==> config.mk <==
export PLATFORM = sky130hd
export DESIGN_NAME = reaction_round_ctrl
export DESIGN_NICKNAME = d
export VERILOG_FILES = /design/src/rtl/reaction_pkg.sv /design/src/rtl/round_timer.sv /design/src/rtl/reaction_round_ctrl.sv
export SDC_FILE = /design/constraint.sdc
export NUM_CORES = 1
export LEC_CHECK = 0
export BUFFER_PORTS_ARGS = -buffer_cell sky130_fd_sc_hd__clkbuf_2
export CORE_MARGIN = 8
export CORE_UTILIZATION = 58
export CTS_BUF_LIST = sky130_fd_sc_hd__clkbuf_16
export CTS_CLUSTER_SIZE = 16
export DETAILED_ROUTE_END_ITERATION = 6
export PLACE_DENSITY = 0.75
export SYNTH_ARGS = -nofsm -noshare
export SYNTH_HDL_FRONTEND = slang
export SYNTH_SLANG_ARGS = --single-unit
==> constraint.sdc <==
create_clock -name clk -period 2.96 [get_ports clk]
set_clock_uncertainty 0.2 [all_clocks]
set_input_delay 0 -clock clk [delete_from_list [all_inputs] [get_ports clk]]
set_output_delay 0 -clock clk [all_outputs]
set_load 0.005 [all_outputs]
==> src/rtl/reaction_pkg.sv <==
// rtl/reaction_pkg.sv - shared state encoding and LFSR constants for the reaction round controller
package reaction_pkg;

    typedef enum logic [2:0] {
        ST_IDLE,
        ST_ARM,
        ST_WAIT,
        ST_HIT,
        ST_OVER
    } state_t;

    localparam int unsigned LFSR_W = 16;
    // Taps 16,14,13,11 expressed as bit positions 15,13,12,10
    localparam logic [LFSR_W-1:0] LFSR_TAPS = 16'hB400;
    localparam logic [LFSR_W-1:0] DEFAULT_SEED = 16'hACE1;

    function automatic logic [LFSR_W-1:0] lfsr_next(input logic [LFSR_W-1:0] s);
        return {s[LFSR_W-2:0], ^(s & LFSR_TAPS)};
    endfunction

endpackage

==> src/rtl/round_timer.sv <==
// rtl/round_timer.sv - per-round tick prescaler and seconds down-counter with timeout strobe
module round_timer #(
    parameter int unsigned TICKS_PER_SEC = 50000000,
    parameter int unsigned ROUND_SECS    = 5
) (
    input  logic       clk,
    input  logic       resetn,
    input  logic       load,
    input  logic       enable,
    output logic [5:0] secs_left,
    output logic       timeout
);

    localparam int unsigned TICK_W = (TICKS_PER_SEC > 1) ? $clog2(TICKS_PER_SEC) : 1;
    localparam logic [TICK_W-1:0] TICK_MAX = TICK_W'(TICKS_PER_SEC - 1);

    logic [TICK_W-1:0] tick_q, tick_d;
    logic [5:0]        secs_q, secs_d;

    always_comb begin
        tick_d  = tick_q;
        secs_d  = secs_q;
        timeout = 1'b0;
        if (load) begin
            tick_d = '0;
            secs_d = 6'(ROUND_SECS);
        end else if (enable) begin
            if (tick_q == TICK_MAX) begin
                tick_d  = '0;
                timeout = (secs_q == 6'd1);
                if (secs_q != 6'd0) begin
                    secs_d = secs_q - 6'd1;
                end
            end else begin
                tick_d = tick_q + TICK_W'(1);
            end
        end
    end

    always_ff @(posedge clk or negedge resetn) begin
        if (!resetn) begin
            tick_q <= '0;
            secs_q <= '0;
        end else begin
            tick_q <= tick_d;
            secs_q <= secs_d;
        end
    end

    assign secs_left = secs_q;

endmodule

==> src/rtl/reaction_round_ctrl.sv <==
// rtl/reaction_round_ctrl.sv - reaction minigame round FSM, target LFSR and score
// Optional REACTION_LIVES_EN adds a 2-bit lives output; a game ends only when lives reach zero.
module reaction_round_ctrl
    import reaction_pkg::*;
#(
    parameter int unsigned       NUM_BUTTONS   = 4,
    parameter int unsigned       TICKS_PER_SEC = 50000000,
    parameter int unsigned       ROUND_SECS    = 5,
    parameter int unsigned       SCORE_W       = 7,
    parameter logic [LFSR_W-1:0] LFSR_SEED     = DEFAULT_SEED
) (
    input  logic                   clk,
    input  logic                   resetn,
    input  logic                   start,
    input  logic [NUM_BUTTONS-1:0] buttons,
    output logic [NUM_BUTTONS-1:0] target,
    output logic [5:0]             secs_left,
    output logic [SCORE_W-1:0]     score,
    output logic                   hit,
    output logic                   miss,
    output logic                   game_over,
    output logic                   busy
`ifdef REACTION_LIVES_EN
    ,
    output logic [1:0]             lives
`endif
);

`ifdef REACTION_LIVES_EN
    localparam logic [1:0] LIVES_INIT = 2'd3;
    logic [1:0] lives_q, lives_d;
`endif

    state_t                   state_q, state_d;
    logic [LFSR_W-1:0]        lfsr_q, lfsr_d;
    logic [NUM_BUTTONS-1:0]   prev_q, rise, pick;
    logic [NUM_BUTTONS-1:0]   target_q, target_d;
    logic [SCORE_W-1:0]       score_q, score_d;
    logic                     hit_q, hit_d, miss_q, miss_d;
    logic                     over_q, over_d, busy_q, busy_d;
    logic                     timer_load, timer_en, timeout;
    logic [4:0]               idx;

    assign rise   = buttons & ~prev_q;
    assign lfsr_d = lfsr_next(lfsr_q);

    // Single conditional subtract; indices still past the button count give an all-zero pick
    always_comb begin
        idx = {1'b0, lfsr_q[3:0]};
        if (idx >= 5'(NUM_BUTTONS)) begin
            idx = idx - 5'(NUM_BUTTONS);
        end
        pick = {{(NUM_BUTTONS-1){1'b0}}, 1'b1} << idx;
    end

    // Any press this cycle freezes the countdown, so a hit on the final tick beats the timeout
    assign timer_en = (state_q == ST_WAIT) && (rise == '0);

    always_comb begin
        state_d    = state_q;
        target_d   = target_q;
        score_d    = score_q;
        hit_d      = 1'b0;
        miss_d     = 1'b0;
        timer_load = 1'b0;
`ifdef REACTION_LIVES_EN
        lives_d    = lives_q;
`endif
        case (state_q)
            ST_IDLE, ST_OVER: begin
                if (start) begin
                    state_d = ST_ARM;
                    score_d = '0;
`ifdef REACTION_LIVES_EN
                    lives_d = LIVES_INIT;
`endif
                end
            end
            ST_ARM: begin
                if (buttons == '0) begin
                    target_d   = pick;
                    timer_load = 1'b1;
                    state_d    = ST_WAIT;
                end
            end
            ST_WAIT: begin
                if ((rise != '0) || timeout) begin
                    target_d = '0;
                    if ((rise != '0) && (rise == target_q)) begin
                        hit_d   = 1'b1;
                        state_d = ST_HIT;
                        if (score_q != '1) begin
                            score_d = score_q + SCORE_W'(1);
                        end
                    end else begin
                        miss_d = 1'b1;
`ifdef REACTION_LIVES_EN
                        if (lives_q <= 2'd1) begin
                            lives_d = 2'd0;
                            state_d = ST_OVER;
                        end else begin
                            lives_d = lives_q - 2'd1;
                            state_d = ST_ARM;
                        end
`else
                        state_d = ST_OVER;
`endif
                    end
                end
            end
            ST_HIT:  state_d = ST_ARM;
            default: state_d = ST_IDLE;
        endcase
        over_d = (state_d == ST_OVER);
        busy_d = (state_d == ST_ARM) || (state_d == ST_WAIT) || (state_d == ST_HIT);
    end

    always_ff @(posedge clk or negedge resetn) begin
        if (!resetn) begin
            state_q  <= ST_IDLE;
            lfsr_q   <= LFSR_SEED;
            prev_q   <= '0;
            target_q <= '0;
            score_q  <= '0;
            hit_q    <= 1'b0;
            miss_q   <= 1'b0;
            over_q   <= 1'b0;
            busy_q   <= 1'b0;
`ifdef REACTION_LIVES_EN
            lives_q  <= LIVES_INIT;
`endif
        end else begin
            state_q  <= state_d;
            lfsr_q   <= lfsr_d;
            prev_q   <= buttons;
            target_q <= target_d;
            score_q  <= score_d;
            hit_q    <= hit_d;
            miss_q   <= miss_d;
            over_q   <= over_d;
            busy_q   <= busy_d;
`ifdef REACTION_LIVES_EN
            lives_q  <= lives_d;
`endif
        end
    end

    round_timer #(
        .TICKS_PER_SEC(TICKS_PER_SEC),
        .ROUND_SECS   (ROUND_SECS)
    ) u_round_timer (
        .clk      (clk),
        .resetn   (resetn),
        .load     (timer_load),
        .enable   (timer_en),
        .secs_left(secs_left),
        .timeout  (timeout)
    );

    assign target    = target_q;
    assign score     = score_q;
    assign hit       = hit_q;
    assign miss      = miss_q;
    assign game_over = over_q;
    assign busy      = busy_q;
`ifdef REACTION_LIVES_EN
    assign lives     = lives_q;
`endif

endmodule

==> run_results.csv, run 1 <==
group,metric,value,unit
setup_path,reg2regPathDepth,6,
clock_network,cts_tree,"done",
global_route,antenna_found_initial,0,
setup_path,r2r-end,"u_round_timer.tick_q[19]$_DFFE_PN0P_",
clock_network,clk_pin_slew_worst_paths,0.06,ns
global_route,grt_pass1_wl,13.3,mm
setup_path,start_kind,"flop",
detailed_routing,routed_wl,7.64,mm
power_and_ir_drop,p_per_area,606,mW/mm^2
power_and_ir_drop,seqPwrFrac,43.0,%
clock_network,worstSkewPairLatency,0.33,ns
detailed_routing,vias,2828,
cells_and_area,final_area,0.00401,sq mm
timing,setup_ws,0.496,ns
cells_and_area,fin_nets,385,
clock_network,cts_root_buffer,"clkbuf_16",
cells_and_area,syn_to_final_growth,17.8,%
detailed_routing,drtAntennaViolNets,0,
detailed_routing,first_pass_iters,4,
place,dp_hpwl,5.12,mm
timing,fin_crit_sh,83.2,%
global_route,grt_usage,19.0,%
logic_synthesis,syn_area,0.00340,sq mm
power_and_ir_drop,internal_power,1830,uW
timing,finalMaxSlewViolations,0,
global_route,grt_overflow,0,
timing,setup_viol_count_final,0,
timing,slew_headroom,50.5,%
logic_synthesis,synth_edf_count,0,
logic_synthesis,yosys_warnings,0,
setup_path,endpoint_kind,"flop",
logic_synthesis,ys_seq_elements,70,
setup_path,cp.required,3.01,ns
detailed_routing,via_per_inst,6.24,
setup_path,cp_max_fo,45,
clock_network,cts_setup_buffers,0,
job,cap_viol_max_count,0,
power_and_ir_drop,switchingPower,598,uW
setup_path,reg2reg_slack,0.50,ns
power_and_ir_drop,vdd_ir_drop_max,418,uV
detailed_routing,first_iter_violations,195,
cells_and_area,layout-drive-gt1-share,17.2,%
logic_synthesis,synth_area_leaders,"dfrtp_1 (46%), dfstp_2 (6.2%), or3_1 (3.9%), a21oi_1 (3.8%), o21ai_0 (3.2%)",
timing,worst_pin_slew,0.742,ns
cells_and_area,layout_common_cells,"dfrtp_1 (62), nand2_1 (26), a21oi_1 (26), clkbuf_2 (26), o21ai_0 (22)",
detailed_routing,wl_per_cell,16.9,um
die,initial_core_util,58.8,%
logic_synthesis,postSynth.asyncResetShare,100,%
clock_network,cts.sinks,70,
cells_and_area,diodes,0,
logic_synthesis,syn_nets,345,
power_and_ir_drop,clkPwrFrac,46.4,%
cells_and_area,fin_util,69.3,%
logic_synthesis,yosysTopAreaCellShare,45.6,%
die,die-area,0.00857,sq mm
clock_network,ctsLongestPathBuffers,2,
setup_path,timing.critical_path.arrival,2.51,ns
die,die_x,92.6,um
logic_synthesis,synth_ff_type,"dfrtp_1",
timing,period_needed,2.46,ns
power_and_ir_drop,power.share.combinational,10.7,%
die,die_y,92.6,um
setup_path,r2r-start,"state_q[1]$_DFF_PN0_",
logic_synthesis,yosysTopAreaCell,"dfrtp_1",
timing,fmax,406,MHz
min_path,hp-class,"primary input to asynchronous set/reset pin",
logic_synthesis,synth_seq_area_share,51.8,%
place,post_dp_cell_area,0.00363,sq mm
timing,fin_tns_setup,0,ns
place,pre_cts_ws,0.508,ns
power_and_ir_drop,finalPower,2430,uW
logic_synthesis,ys_types,52,
die,rows,28,
power_and_ir_drop,p_sw_share,24.7,%
clock_network,cts_made_buffers,9,
global_route,grt_pass1_vias,2827,
place,place_congestion,0.785,
power_and_ir_drop,power.leakage,0.00163,uW
die,fp.coreArea,0.00578,sq mm
logic_synthesis,syn-mean-instance-area,10.2,sq um
timing,rsz0062_at_grt,"no",
place,port_buffers,27,
die,io_pins,28,
detailed_routing,drc_errors,0,
logic_synthesis,synth_cells,333,
clock_network,htreeDepth,3,
timing,hold_violations,0,
cells_and_area,layout_commonest_cell,"dfrtp_1",
outcome,outcome,"complete, no violations",
setup_path,crit_type,"flop to flop",
global_route,grt_start_max_net_pins,46,
==> cells in the mapped netlist, types with 2 or more instances <==
cell type,count
inv_1,11
mux2i_1,4
clkbuf_1,3
or3_1,21
a32oi_1,2
and3_1,3
and2b_1,2
o21ai_0,22
nor2_1,16
o211ai_1,3
and2_1,5
ha_1,5
and4_1,2
o31ai_1,9
nand2_1,26
nor4_1,6
nand4_1,14
a31oi_1,5
nor3_1,6
buf_2,5
or2_2,2
a41oi_1,2
a21oi_1,26
nor2b_1,3
nand2b_1,2
a32o_1,4
xnor2_1,6
a311oi_1,4
nand3_1,16
or4_1,8
dfrtp_1,62
dfstp_2,8
==> through the flow <==
step	hold WS [ns]	cells
6_report	0.0751	453
5_1_grt	0.148	453
4_1_cts	0.109	453
3_5_place_dp	-0.0848	431
3_3_place_gp	-0.0933	431
2_1_floorplan	-0.496	333
==> metal layers <==
metal	global-route usage [%]	share of wire, %	up-vias
li1	-	-	1344
met1	24.2	45	1395
met2	29.3	49	75
met3	6.31	4.1	14
met4	7.65	1.9	0
met5	0	0	-
==> registers in the layout, summed over array words and instances, names as in the netlist <==
name / count
u_round_timer.tick_q: 26
lfsr_q: 16
score: 7
u_round_timer.secs_left: 6
prev_q: 4
target: 4
state_q: 3
busy: 1
game_over: 1
hit: 1
miss: 1
==> what timing repair did <==
| action | 4_1_cts | 5_1_grt |
|---|---|---|
| resized for setup | 0 | 0 |
| hold endpoints to repair | 45 | 0 |
| hold buffers | 6 | 0 |
==> worst max path at each step <==
| stage | from | to | slack (ns) | depth (start not counted) |
|---|---|---|---|---|
| finish | state_q[1]$_DFF_PN0_ | u_round_timer.tick_q[19]$_DFFE_PN0P_ | 0.50 | 6 |
| global route | state_q[1]$_DFF_PN0_ | u_round_timer.tick_q[19]$_DFFE_PN0P_ | 0.39 | 6 |
| CTS | state_q[1]$_DFF_PN0_ | u_round_timer.tick_q[19]$_DFFE_PN0P_ | 0.50 | 6 |
| detailed placement | state_q[1]$_DFF_PN0_ | u_round_timer.tick_q[19]$_DFFE_PN0P_ | 0.51 | 6 |
| global placement | state_q[1]$_DFF_PN0_ | u_round_timer.tick_q[19]$_DFFE_PN0P_ | 0.62 | 6 |
| floorplan | u_round_timer.tick_q[0]$_DFFE_PN0P_ | u_round_timer.secs_left[5]$_DFFE_PN0P_ | 0.90 | 6 |
==> power groups by stage <==
stage,Sequential (uW),Combinational [uW],Clock [uW]
final,1040,259,1130
after global routing,1050,288,1180
after CTS,1040,261,1140
after detailed placement,1060,250,0
after global placement,1060,245,0
after floorplan,1050,154,0
==> worst max-delay path: stages (launching register included) <==
cell,delay (ns)
dfrtp_1,0.45
nor4b_4,0.33
and3_1,0.38
a21oi_2,0.05
buf_4,0.25
or4_1,0.55
a21oi_1,0.17
==> cells by family (layout without fill, tap and decap cells) <==
family,Yosys count,count (layout),synth area share (%)
DFF,70,70,51.8
adders and majority gates,5,5,1.84
muxes,4,4,1.18
and+or+nand+nor,144,144,25.4
xor gates and xnor gates,7,7,1.80
buffers and inverters,21,66,2.83
AOI/OAI and AO/OA,82,82,15.2
==> final cells by class <==
class	count	area, sq um
sequential	70	1760
clock inverter	7	88.8
multi-input combinational	242	1540
fill	464	1770
clock buffer	9	225
tap	75	93.8
inverter	11	41.3
timing repair buffer	39	253
(Power assumes the default switching activity.)
==> run 2, diff against run 1 <==
Clock period 2.96 ns to 2.45 ns, I/O delays scaled along.
==> run_results.csv, run 2 (synthesis gave the netlist of run 1 again) <==
group,metric,value,unit
timing,fin_tns_setup,0,ns
power_and_ir_drop,vdd_ir_drop_max,420,uV
setup_path,cp_max_fo,45,
job,cap_viol_max_count,0,
setup_path,endpoint_kind,"flop",
setup_path,start_kind,"flop",
place,dp_hpwl,5.32,mm
setup_path,r2r-start,"state_q[1]$_DFF_PN0_",
timing,fin_crit_sh,92.3,%
die,die_x,92.6,um
timing,worst_pin_slew,0.686,ns
global_route,grt_overflow,0,
detailed_routing,first_iter_violations,129,
power_and_ir_drop,power.leakage,0.00167,uW
clock_network,ctsLongestPathBuffers,2,
global_route,antenna_found_initial,0,
setup_path,cp.required,2.50,ns
detailed_routing,wl_per_cell,16.0,um
die,rows,28,
setup_path,r2r-end,"u_round_timer.tick_q[18]$_DFFE_PN0P_",
detailed_routing,drc_errors,0,
die,die_y,92.6,um
setup_path,crit_start,"state_q[1]$_DFF_PN0_",
global_route,grt_start_max_net_pins,46,
cells_and_area,layout_common_cells,"dfrtp_1 (62), nand2_1 (26), a21oi_1 (26), clkbuf_2 (26), o21ai_0 (22)",
die,io_pins,28,
die,fp.coreArea,0.00578,sq mm
cells_and_area,seqCellArea,0.00176,sq mm
clock_network,cts_setup_buffers,0,
power_and_ir_drop,p_per_area,694,mW/mm^2
setup_path,endpoint,"u_round_timer.tick_q[18]$_DFFE_PN0P_",
cells_and_area,layout_commonest_cell,"dfrtp_1",
cells_and_area,fin_nets,394,
cells_and_area,nFillCells,439,
detailed_routing,routed_wl,7.40,mm
timing,slew_headroom,54.3,%
place,port_buffers,27,
cells_and_area,top_register,"u_round_timer.tick_q",
timing,period_needed,2.26,ns
detailed_routing,drtAntennaViolNets,0,
outcome,outcome,"complete, no violations",
cells_and_area,diodes,0,
timing,fmax,442,MHz
setup_path,reg2reg_slack,0.19,ns
clock_network,cts_made_buffers,9,
die,initial_core_util,58.8,%
die,die-area,0.00857,sq mm
detailed_routing,via_per_inst,6.02,
clock_network,cts.sinks,70,
timing,setup_viol_count_final,0,
clock_network,cts_root_buffer,"clkbuf_16",
setup_path,reg2regPathDepth,6,
setup_path,crit_type,"flop to flop",
clock_network,worstSkewPairLatency,0.33,ns
clock_network,htreeDepth,3,
cells_and_area,syn_to_final_growth,19.4,%
cells_and_area,largest_reg_flops,26,
clock_network,cts_tree,"done",
place,place_congestion,0.823,
global_route,grt_pass1_wl,12.8,mm
timing,finalMaxSlewViolations,0,
cells_and_area,layout-drive-gt1-share,19.4,%
detailed_routing,first_pass_iters,5,
min_path,hp-class,"primary input to asynchronous set/reset pin",
cells_and_area,fin_util,70.2,%
timing,rsz0062_at_grt,"no",
global_route,grt_usage,18.5,%
clock_network,clk_pin_slew_worst_paths,0.06,ns
cells_and_area,multi_input_area,0.00154,sq mm
detailed_routing,vias,2779,
setup_path,timing.critical_path.arrival,2.31,ns
global_route,grt_pass1_vias,2795,
timing,hold_violations,0,
[run 2: changes by cell type in the layout (fill, tap and decap cells not counted)]
cell,before,now
buf_12,1,2
inv_8,0,1
buf_4,5,13
inv_6,0,4
clkinv_1,1,0
bufinv_16,2,0
clkinv_2,2,0
[run 2: what timing repair did]
item	4_1_cts	5_1_grt
setup endpoints to repair	0	0
resized for setup	0	0
hold endpoints to repair	74	0
hold buffers	6	0
[run 2: worst min path at each step]
stage                                                      end  slack (ns)  cells after the start
after floorplan                                 busy$_DFF_PN0_       -0.50                      0
after global placement    u_round_timer.tick_q[14]$_DFFE_PN0P_       -0.13                      1
after detailed placement  u_round_timer.tick_q[14]$_DFFE_PN0P_       -0.12                      1
after CTS                 u_round_timer.tick_q[14]$_DFFE_PN0P_        0.07                      2
after global routing      u_round_timer.tick_q[15]$_DFFE_PN0P_        0.14                      2
final                     u_round_timer.tick_q[14]$_DFFE_PN0P_        0.05                      2
[run 2: layout make-up]
| class | instances | area share (%) |
|---|---|---|
| clock inverters | 7 | 1.51 |
| repair buffers | 48 | 8.20 |
| inverters | 11 | 1.02 |
| well taps | 75 | 2.31 |
| clock buffers | 9 | 5.55 |
| flip-flops and latches | 70 | 43.4 |
| multi-input cells | 242 | 38.0 |
[run 2: per-layer routing]
layer	share of wire (%)	wire length [um]	global-route usage [%]
met3	2.7	201	3.40
met1	48	3570	24.3
met2	48	3530	28.8
met4	1.3	93	9.26
met5	0	0	0
[run 2: report_power, final]
group	leakage (uW)	switching [uW]	internal (uW)	total (uW)
clock	0.000135	533	706	1240
sequential	0.000917	54.7	1210	1260
combinational	0.000615	190	128	318
[run 2: stage by stage]
stage	setup slack [ns]	cell area (sq um)	total power (uW)	cells	hold slack [ns]
6_report	0.190	4060	2820	462	0.0475
5_1_grt	0.0130	4060	2930	462	0.144
4_1_cts	0.205	4060	2840	462	0.0671
3_5_place_dp	0.206	3710	1590	440	-0.124
3_3_place_gp	0.286	3710	1580	440	-0.127
2_1_floorplan	0.389	3400	1460	333	-0.496
[run 2: worst max-delay path, stage by stage, from the launching register on]
cell	delay [ns]
dfrtp_1	0.42
nor4b_4	0.32
and3_1	0.24
a21oi_2	0.04
buf_4	0.25
or4_1	0.53
a21oi_1	0.18
